**config.mk**
```make
export PLATFORM = sky130hd
export DESIGN_NAME = ecc_modaddsub_ctrl
export DESIGN_NICKNAME = d
export VERILOG_FILES = /design/src/rtl/ecc_arith_pkg.sv /design/src/rtl/brent_kung_adder258.sv /design/src/rtl/ecc_modaddsub_ctrl.sv
export SDC_FILE = /design/constraint.sdc
export NUM_CORES = 2
export LEC_CHECK = 0
export BUFFER_PORTS_ARGS = -buffer_cell sky130_fd_sc_hd__buf_4
export CORE_MARGIN = 3
export CORE_UTILIZATION = 35
export CTS_BUF_LIST = sky130_fd_sc_hd__clkbuf_2 sky130_fd_sc_hd__clkbuf_4 sky130_fd_sc_hd__clkbuf_8
export CTS_CLUSTER_DIAMETER = 40
export DETAILED_ROUTE_END_ITERATION = 6
export HOLD_SLACK_MARGIN = 0.06
export PLACE_DENSITY = 0.64
export SLEW_MARGIN = 40
export SYNTH_ARGS = -nofsm -noshare
export SYNTH_HDL_FRONTEND = slang
export SYNTH_SLANG_ARGS = --single-unit
export TNS_END_PERCENT = 1
```
**constraint.sdc**
```tcl
create_clock -name clk -period 18.04 [get_ports clk]
set_input_delay 0 -clock clk [delete_from_list [all_inputs] [get_ports clk]]
set_output_delay 0 -clock clk [all_outputs]
set_load 0.02 [all_outputs]
```
**src/rtl/ecc_arith_pkg.sv**
```systemverilog
`default_nettype none
// ============================================================================
//  Module      : ecc_arith_pkg
//  Description : Shared widths, op encodings and FSM state encoding for the
//                ECC modular add/sub sequencer.
//  Revision    : 1.0 - initial release
// ============================================================================
package ecc_arith_pkg;

  localparam int FW = 256;  // field element width
  localparam int AW = 258;  // adder operand width (two guard bits)

  localparam logic OP_ADD = 1'b0;
  localparam logic OP_SUB = 1'b1;

  typedef enum logic [2:0] {
    IDLE = 3'd0,
    ADD1 = 3'd1,
    ADD2 = 3'd2,
    SUB1 = 3'd3,
    SUB2 = 3'd4,
    SUB3 = 3'd5,
    DONE = 3'd6
  } state_e;

  // Zero-extend a field element to adder operand width.
  function automatic logic [AW-1:0] zext(input logic [FW-1:0] v);
    return {{(AW-FW){1'b0}}, v};
  endfunction

endpackage
`default_nettype wire

```
**src/rtl/brent_kung_adder258.sv**
```systemverilog
`default_nettype none
// ============================================================================
//  Module      : brent_kung_adder258
//  Description : 258-bit combinational Brent-Kung parallel-prefix adder with
//                carry out (S[258]). No carry in.
//  Revision    : 1.0 - initial release
// ============================================================================
module brent_kung_adder258 (
  input  logic [257:0] A,
  input  logic [257:0] B,
  output logic [258:0] S
);

  localparam int W   = 258;
  localparam int LOG = 9;   // ceil(log2(W))
  localparam int IW  = 9;   // index width for bit selects

  logic [W-1:0] w_p0;  // bitwise propagate, kept for the sum XOR
  logic [W-1:0] w_gg;  // group generate, becomes full prefix carry
  logic [W-1:0] w_pp;  // group propagate after the up-sweep

  // Prefix network: up-sweep builds power-of-two groups, down-sweep fills
  // the remaining positions from the nearest completed prefix below them.
  always_comb begin
    w_p0 = A ^ B;
    w_gg = A & B;
    w_pp = A ^ B;
    for (int l = 0; l < LOG; l++) begin
      for (int i = 0; i < W; i++) begin
        if (((i + 1) % (1 << (l + 1))) == 0) begin
          w_gg[IW'(i)] = w_gg[IW'(i)] | (w_pp[IW'(i)] & w_gg[IW'(i - (1 << l))]);
          w_pp[IW'(i)] = w_pp[IW'(i)] & w_pp[IW'(i - (1 << l))];
        end
      end
    end
    // Each down-sweep node is touched once; its up-sweep propagate covers
    // exactly the gap to the source node, which already holds a full prefix.
    for (int l = LOG - 2; l >= 0; l--) begin
      for (int i = 0; i < W; i++) begin
        if ((i >= (1 << l)) && (((i + 1) % (1 << (l + 1))) == (1 << l))) begin
          w_gg[IW'(i)] = w_gg[IW'(i)] | (w_pp[IW'(i)] & w_gg[IW'(i - (1 << l))]);
        end
      end
    end
  end

  assign S = {w_gg[W-1], w_p0 ^ {w_gg[W-2:0], 1'b0}};

endmodule
`default_nettype wire

```
**src/rtl/ecc_modaddsub_ctrl.sv**
```systemverilog
`default_nettype none
// ============================================================================
//  Module      : ecc_modaddsub_ctrl
//  Description : Multi-pass sequencer computing (a +/- b) mod P by sharing a
//                single 258-bit Brent-Kung adder across 2-3 passes.
//  Revision    : 1.0 - initial release
// ============================================================================
module ecc_modaddsub_ctrl
  import ecc_arith_pkg::*;
#(
  parameter logic [FW-1:0] P =
    256'hFFFFFFFF_FFFFFFFF_FFFFFFFF_FFFFFFFF_FFFFFFFF_FFFFFFFF_FFFFFFFE_FFFFFC2F
) (
  input  logic          clk,
  input  logic          rst,
  input  logic          in_valid,
  output logic          in_ready,
  input  logic          op,
  input  logic [FW-1:0] a,
  input  logic [FW-1:0] b,
  output logic          out_valid,
  input  logic          out_ready,
  output logic [FW-1:0] res,
  output logic          busy
);

  // Two's complement of P at adder width: adding it subtracts P.
  localparam logic [AW-1:0] NEG_P = ~zext(P) + {{(AW-1){1'b0}}, 1'b1};

  state_e        state_q, state_d;
  logic [FW-1:0] a_q, a_d;
  logic [FW-1:0] b_q, b_d;
  logic [AW-1:0] t_q, t_d;
  logic          bz_q, bz_d;
  logic [FW-1:0] res_q, res_d;

  logic [AW-1:0] w_x;
  logic [AW-1:0] w_y;
  logic [AW:0]   w_s;
  logic          w_borrow;

  brent_kung_adder258 u_adder (
    .A (w_x),
    .B (w_y),
    .S (w_s)
  );

  // Next-state, adder operand selection and pass result capture.
  always_comb begin
    state_d  = state_q;
    a_d      = a_q;
    b_d      = b_q;
    t_d      = t_q;
    bz_d     = bz_q;
    res_d    = res_q;
    w_x      = '0;
    w_y      = '0;
    w_borrow = 1'b0;
    case (state_q)
      IDLE: begin
        if (in_valid) begin
          a_d     = a;
          b_d     = b;
          state_d = (op == OP_SUB) ? SUB1 : ADD1;
        end
      end
      ADD1: begin
        w_x     = zext(a_q);
        w_y     = zext(b_q);
        t_d     = w_s[AW-1:0];
        state_d = ADD2;
      end
      ADD2: begin
        // Carry out of t + (2^258 - P) means t >= P, so take the reduced sum.
        w_x     = t_q;
        w_y     = NEG_P;
        res_d   = w_s[AW] ? w_s[FW-1:0] : t_q[FW-1:0];
        state_d = DONE;
      end
      SUB1: begin
        // 2^258 - b; the carry out flags b == 0, where the negation wraps to 0.
        w_x     = ~zext(b_q);
        w_y     = {{(AW-1){1'b0}}, 1'b1};
        t_d     = w_s[AW-1:0];
        bz_d    = w_s[AW];
        state_d = SUB2;
      end
      SUB2: begin
        w_x      = zext(a_q);
        w_y      = t_q;
        w_borrow = ~(w_s[AW] | bz_q);
        if (!w_borrow) begin
          res_d   = w_s[FW-1:0];
          state_d = DONE;
        end else begin
          t_d     = w_s[AW-1:0];
          state_d = SUB3;
        end
      end
      SUB3: begin
        // a - b went negative; adding P brings it back into range.
        w_x     = t_q;
        w_y     = zext(P);
        res_d   = w_s[FW-1:0];
        state_d = DONE;
      end
      DONE: begin
        if (out_ready) begin
          state_d = IDLE;
        end
      end
      default: begin
        state_d = IDLE;
      end
    endcase
  end

  // State and datapath registers with synchronous reset.
  always_ff @(posedge clk) begin
    if (rst) begin
      state_q <= IDLE;
      a_q     <= '0;
      b_q     <= '0;
      t_q     <= '0;
      bz_q    <= 1'b0;
      res_q   <= '0;
    end else begin
      state_q <= state_d;
      a_q     <= a_d;
      b_q     <= b_d;
      t_q     <= t_d;
      bz_q    <= bz_d;
      res_q   <= res_d;
    end
  end

  assign in_ready  = (state_q == IDLE);
  assign out_valid = (state_q == DONE);
  assign busy      = (state_q != IDLE);
  assign res       = res_q;

endmodule
`default_nettype wire
```
* Word-level counts from Yosys, hierarchy flattened
Index checks and enable logic that the tools add are counted.
** Storage, ports and cells
- Input bits :: 517
- Output and inout bits :: 259
- Bits in registers :: 1030
** Cells by class
- Bitwise operators :: 1256
- Reduce and logical (&&, ||, !) cells :: 11
- Muxes and demuxes :: 12
- Equal/unequal tests :: 10
** Operators by type and width (number)
- 258-bit case mux with 5 select lines :: 1
- 258-bit case mux with 3 select lines :: 1
- 256-bit case mux with 3 select lines :: 1
- 1-bit bitwise AND :: 749
- 258-bit case mux with 2 select lines :: 1
- 258-bit bitwise XOR :: 2
- 256-bit 2-to-1 mux :: 2
- 1-bit OR :: 503
- 258-bit bitwise AND :: 1
- 258-bit 2-to-1 mux :: 1
- 256-bit NOT with 258-bit output :: 1
- 3-bit case mux with 6 select lines :: 1
- 3-bit == test (second input constant) :: 3
- 2-bit AND reduction :: 4
- 3-bit by 2-bit == test with 1-bit output (second input constant) :: 2
- 3-bit 2-to-1 mux :: 2
- 2-bit != test (second input constant) :: 3
- 3-bit nonzero test :: 2
- 2-bit OR reduction :: 3
- 2-bit 2-to-1 mux :: 2
- 3-bit by 1-bit == test with 1-bit output (second input constant) :: 1
- 3-bit logical NOT :: 1
- 2-bit by 1-bit != test with 1-bit output (second input constant) :: 1
- 2-bit nonzero test :: 1

* Depth between registers and ports, before layout
- Depth after elaboration :: 35
- Depth in mapped cells :: 32
- Mapped depth without buffers :: 26

* Modules after synthesis
Synthesis repeated with hierarchy kept, for this count alone.
** Second synthesis, totals
- Cell total of the unflattened synthesis :: 9089
- Area total of the unflattened synthesis :: 72759.8 µm²
** By module, submodules not included
- ecc_modaddsub_ctrl :: area each 61336.3 µm², times used 1, sequential area each 20619.8 µm², cells an instance 7768
- brent_kung_adder258 :: area each 11423.5 µm², times used 1, sequential area each 0.0 µm², cells an instance 1321

* Worst setup path after synthesis
OpenSTA, ideal clock, no wires.
- Kind :: flip-flop to flip-flop
- Start point :: register state_q[1]
- End point :: register res_q[191], in the netlist res[191]
- Data required time :: 17.954 ns
- Path buffers :: 7
- Setup time :: 0.086 ns
- Slack :: 11.569 ns
- Arrival time :: 6.385 ns
- Cell stages (with the launch flop) :: 32
- Period minus slack after synthesis :: 6.471 ns
- Path through :: dfxtp_1 -> clkinv_1 -> clkbuf_1 -> clkbuf_1 -> ha_1 -> clkbuf_1 -> nand2b_1 -> clkbuf_1 -> clkbuf_1 -> clkbuf_1 -> clkbuf_1 -> nor2_1 -> a21oi_1 -> nor2_1 -> ha_1 -> nand4_1 -> nor4b_1 -> and3_1 -> and3_1 -> nand2_1 -> o221ai_1 -> a211oi_4 -> o21ai_1 -> inv_2 -> o31a_1 -> o21ai_1 -> a31oi_1 -> fa_1 -> xor2_1 -> nor2_1 -> a21oi_1 -> a211oi_1
** Between the ends
- Longest elaborated chain between the ends :: 33
- Elaborated cells between the ends (all ways) :: 576
** RTL lines
- start, declared :: line ecc_modaddsub_ctrl.sv:30 : state_e state_q, state_d;
- start signal, assigned :: line ecc_modaddsub_ctrl.sv:128 : state_q <= state_d;
- 3-bit == test (tied with other cells) :: line ecc_modaddsub_ctrl.sv:59 : case (state_q)
- 2-bit OR reduction (no source line)
- 258-bit case mux with 3 select lines :: line ecc_modaddsub_ctrl.sv:59
- 258-bit bitwise XOR / 258-bit bitwise AND (equally long branches) :: line brent_kung_adder258.sv:27, brent_kung_adder258.sv:26
- 1-bit bitwise AND :: line brent_kung_adder258.sv:31 : w_gg[IW'(i)] = w_gg[IW'(i)] | (w_pp[IW'(i)] & w_gg[IW'(i - (1 << l))]);
- 1-bit OR :: line brent_kung_adder258.sv:31
- 1-bit bitwise AND :: line brent_kung_adder258.sv:31
- 1-bit OR :: line brent_kung_adder258.sv:31
- (+17 left out)
- 1-bit OR :: line brent_kung_adder258.sv:41 : w_gg[IW'(i)] = w_gg[IW'(i)] | (w_pp[IW'(i)] & w_gg[IW'(i - (1 << l))]);
- 1-bit bitwise AND :: line brent_kung_adder258.sv:41
- 1-bit OR :: line brent_kung_adder258.sv:41
- 1-bit bitwise AND :: line brent_kung_adder258.sv:41
- 1-bit OR :: line brent_kung_adder258.sv:41
- 258-bit bitwise XOR :: line brent_kung_adder258.sv:47 : assign S = {w_gg[W-1], w_p0 ^ {w_gg[W-2:0], 1'b0}};
- 256-bit 2-to-1 mux, on equally long branches :: line ecc_modaddsub_ctrl.sv:92, ecc_modaddsub_ctrl.sv:77
- 256-bit case mux with 3 select lines :: line ecc_modaddsub_ctrl.sv:59
- end signal, assigned :: line ecc_modaddsub_ctrl.sv:133 : res_q <= res_d;
- end, declared :: line ecc_modaddsub_ctrl.sv:35 : logic [FW-1:0] res_q, res_d;
Parallel ways exist; a longest one is shown, timed or not. The select of a mux whose other input is x is not followed.
A chain may end at the register's enable or synchronous reset.

* Worst setup path in the final report
- Start point :: register state_q[1]
- End point :: register res_q[253], in the netlist res[253]
The elaborated chain is that of the path after synthesis.

==> flow_results.org <==
** Status
- Violations in the final reports :: DRC
- Run status :: finished with violations

** Clock tree
- The clock tree synthesis step divided the H-tree into 4 levels.
- Clk Latency, worst-skew pair :: 1.00 ns
- Maximum buffer depth of the clock tree :: 3
- Clock Root Buffer :: sky130_fd_sc_hd__clkbuf_8
- Count of clock tree sinks :: slightly above 1000
- In this run, CTS created clock tree buffers numbering 209.
- Clock-pin slew was measured on the worst setup and hold paths at approximately 0.070 ns.
- After clock tree synthesis, the repair step resized 0 gates.
- Clock tree from TritonCTS :: done

** Synthesis
- Number of enable-type register cells in the synthesized netlist :: 0
- Number of nets in the synthesized netlist :: about 9600
- Counting flops and latches in the post-synthesis netlist gives around 1000.
- Synth cell types :: 71
- During synthesis, Yosys emitted a total of 0 warnings.
- Synth Flop Type :: sky130_fd_sc_hd__dfxtp_1
- For this run, the register share of the synthesized area comes to between 30% and 40%.
- Post-synthesis instance area :: roughly 62000 um^2
- Synthesis produced between 8000 and 9000 cells.
- For this run, asynchronously set or reset flops after synthesis account for 0%.
- Post-synthesis area per instance :: about 7.2 um^2

** Placed design
- Area after detailed placement :: approximately 70000 um^2
- Buffers placed on the I/O ports in this run total 775.
- Once placement completed, the tool counted placed cells totaling about 11000.
- Routability-driven placement finished with a final weighted congestion of roughly 0.90.
- Detailed placement ended at an HPWL of ~160 mm.

** STA
- Adding up every negative setup slack in the final design gives 0 ns.
- In this run the tightest slew margin relative to its limit is 28.2%.
- Worst-margin pin slew :: 1.07 ns
- Clock Skew :: roughly 0.08 ns
- In the finished design, the share of the clock period the worst path needs comes to between 50 and 60%.
- The number of endpoints with negative hold slack in the final report was 0.
- Setup violations remaining at the end of the flow were counted as 0.
- The max-slew violation count is 0.
- Based on the critical path, the design can be clocked at up to 0.110 GHz.
- The routed design could run at a clock period as short as approximately 9 ns.
- Unrepaired setup endpoints after global routing :: false

** Die
- roughly 780 I/O pins were placed.
- From left edge to right edge, the die measures between 400 and 500 um.
- Starting utilization of the core area :: a little over a third
- The initialized floorplan defines 154 standard-cell rows.
- The die is 428 um tall.
- The total area inside the core boundary comes to about 180000 um^2.
- Die Footprint :: ~180000 um^2

** Final layout
- Number of filler cells placed in the layout :: between 15000 and 20000
- In the final design database the tool counted about 11000 nets.
- Layout cell share with drive strength beyond 1 :: about an eighth
- Area used by multi-input combinational logic :: ~38000 um^2
- Summing all flip-flop and latch instances after layout gives 20600 um^2.
- Leaving out fill and tap cells, the most frequent cell in the layout is sky130_fd_sc_hd__a21oi_1.
- Leading cell types in the layout, fill and taps excluded :: sky130_fd_sc_hd__a21oi_1 (1753), sky130_fd_sc_hd__nand2_1 (1498), sky130_fd_sc_hd__dlygate4sd3_1 (1305)
- Layout-stage area growth over the synthesis result :: 40.8%
- After routing the design area is between 80000 and 90000 um^2.
- Post-route non-filler standard cell count :: 12884

** Power and ir drop
- Internal Pwr Total :: ~6.6 mW
- Net switching is a little under half of the power.
- Sequential group share of total power :: ~29%
- The clock network accounts for a little under a quarter of the total power.
- VDD sags by at most between 0.1 and 0.15 mV.
- For this design the static power due to leakage is ~36 nW.
- Of the total power, combinational logic draws between 40 and 50%.
- In this run the power spent charging and discharging nets is ~5.8 mW.
- Summing internal, switching and leakage power gives 12.3 mW.
- Power per cell area :: between 100 and 150 nW/um^2

** Worst setup path
- Slowest cell on the critical path :: sky130_fd_sc_hd__dfxtp_4
- In this design, the stage delay of the slowest critical-path cell is roughly 0.82 ns.
- For the worst setup path, the data arrival time is between 9 and 10 ns.
- Element type at the critical path end :: flip-flop
- Data required, critical path :: roughly 19 ns
- Grouping stages by cell kind, the critical path spends the most delay in simple AND/OR/NAND/NOR gates.
- Type of the worst setup path :: reg -> reg
- By instance count, the cell type seen most on the critical path is sky130_fd_sc_hd__buf_4.
- In this run the worst path has a maximum fanout of 98.
- The critical path contains buffers and inverters numbering 7 combined.
- For flop-to-flop paths, the worst setup slack is 8.98 ns.
- Kind of start point of the critical path :: flip-flop

** Drt
- Routed Antenna Nets :: 0
- Ratio of routed vias to standard cells :: roughly 5.7
- 1st-iter DRT viols :: about 7700
- WL per Instance :: 22.2 um
- The first detailed-routing pass ran for 7 iterations.
- Remaining DRCs :: 25
- The routed layout has around 73000 vias.
- Total length of routed wires :: 287 mm

** Global routing
- The number of antenna violations at the first check in global routing was 55.
- Entering global routing, the biggest net connects between 150 and 200 pins.
- After global routing the overflow that remains totals 0.
- Total routing usage reported by global routing :: 30.2%
- The number of global-route vias before repair was 71569.
- Global-route wire length before repair :: between 400 and 500 mm

** Flow run
- Across the run, the number of max-cap violations was 0.

** Worst hold path
- The path class of the tightest hold or removal check is in -> reg.
-- stage by stage --
step	util, %	hold slack, ns	setup WS (ns)
finish	49.7	0.112	8.98
global route	49.7	0.141	8.36
CTS	49.5	0.0674	8.97
detailed placement	39.4	0.254	9.04
global placement	39.2	0.250	8.78
floorplan	-	0.136	11.57
-- power groups by stage --
| stage | logic [mW] | clock network, mW | registers [mW] |
|---|---|---|---|
| CTS | 5.68 | 2.85 | 3.47 |
| finish | 5.98 | 2.83 | 3.52 |
| global placement | 5.17 | 0 | 3.49 |
| floorplan | 3.52 | 0 | 3.43 |
| global route | 6.47 | 2.96 | 3.58 |
| detailed placement | 5.32 | 0 | 3.51 |
-- routing by layer --
layer,GRT usage [%],vias up,part of all wire (%)
met5,0.546,-,0.12
met4,23.8,36,8.9
met3,9.67,1367,9.4
met2,46.8,3980,44
met1,34.3,34413,37
li1,-,33241,-
-- kinds of logic after synthesis --
| kind of cell | share of synthesized area (%) |
|---|---|
| and+or+nand+nor | 21.5 |
| AOI/OAI and AO/OA | 24.5 |
| DFF | 33.0 |
| buffers and inverters | 5.74 |
| adders and majority gates | 9.32 |
| muxes | 4.14 |
| xor gates and xnor gates | 1.80 |
-- path summary, 6_finish.rpt --
path,from,end,cells past startpoint
setup reg to reg,state_q[1],res[253],29
hold / removal,rst,t_q[217],3
setup / recovery,state_q[1],res[253],29
hold reg to reg,res[116],res[116],2
-- state kept, by name (all words and copies together), names as in the netlist --
| register | flops |
|---|---|
| a_q | 256 |
| state_q | 3 |
| bz_q | 1 |
| b_q | 256 |
| t_q | 258 |
| res | 256 |
-- worst reg2reg max path: cells and delay by family, from the launching register on --
kind	cells	cell delay (ns)
fa+ha+maj	3	1.41
buf+inv	7	2.28
xor+xnor	1	0.19
simple gates	10	2.67
flops	1	0.82
compound gates	8	1.61
-- cells in the mapped netlist, types with 3 or more instances --
cell type	n	area [um^2]
sky130_fd_sc_hd__a21oi_1	1755	8780
sky130_fd_sc_hd__nand2_1	1500	5630
sky130_fd_sc_hd__nor2_1	1236	4640
sky130_fd_sc_hd__dfxtp_1	1030	20600
sky130_fd_sc_hd__clkbuf_1	648	2430
sky130_fd_sc_hd__and3_1	260	1630
sky130_fd_sc_hd__ha_1	260	3250
sky130_fd_sc_hd__mux2i_1	258	2580
sky130_fd_sc_hd__o22ai_1	258	1610
sky130_fd_sc_hd__inv_1	239	897
sky130_fd_sc_hd__a211oi_1	227	1700
sky130_fd_sc_hd__o211ai_1	129	968
sky130_fd_sc_hd__fa_1	128	2560
sky130_fd_sc_hd__a21o_1	96	721
sky130_fd_sc_hd__or2_2	95	594
sky130_fd_sc_hd__xor2_1	91	797
sky130_fd_sc_hd__buf_1	63	236
sky130_fd_sc_hd__o21ai_0	53	265
sky130_fd_sc_hd__nand4_1	49	307
sky130_fd_sc_hd__a311oi_1	38	333
sky130_fd_sc_hd__xnor2_1	37	324
sky130_fd_sc_hd__o21bai_1	25	188
sky130_fd_sc_hd__nand3_1	23	115
sky130_fd_sc_hd__nor3_1	15	75.1
sky130_fd_sc_hd__a31oi_1	13	81.3
sky130_fd_sc_hd__nand2b_1	13	81.3
sky130_fd_sc_hd__nor2b_1	12	75.1
sky130_fd_sc_hd__and4_1	11	96.3
sky130_fd_sc_hd__o21ai_1	9	45.0
sky130_fd_sc_hd__nor4_1	8	50.1
sky130_fd_sc_hd__o21a_1	8	60.1
sky130_fd_sc_hd__a221oi_1	7	61.3
sky130_fd_sc_hd__a22oi_1	7	52.6
sky130_fd_sc_hd__or3_1	6	37.5
sky130_fd_sc_hd__and2_1	5	31.3
sky130_fd_sc_hd__o31ai_1	3	22.5
-- what timing repair did --
item                       CTS  global route
hold buffers              1305             0
buffers inserted             0             0
hold endpoints to repair   684             0
-- cell type report --
cell class                 instances  area share, %
clock buffer                     294           4.28
clock inverter                    86           1.23
timing repair buffer            2173           22.9
sequential                      1030           23.5
multi-input combinational       6677           43.6
antenna                           42          0.120
inverter                         242           1.04
tap                             2340           3.33
Note: power is estimated with default switching activity, not from simulation.
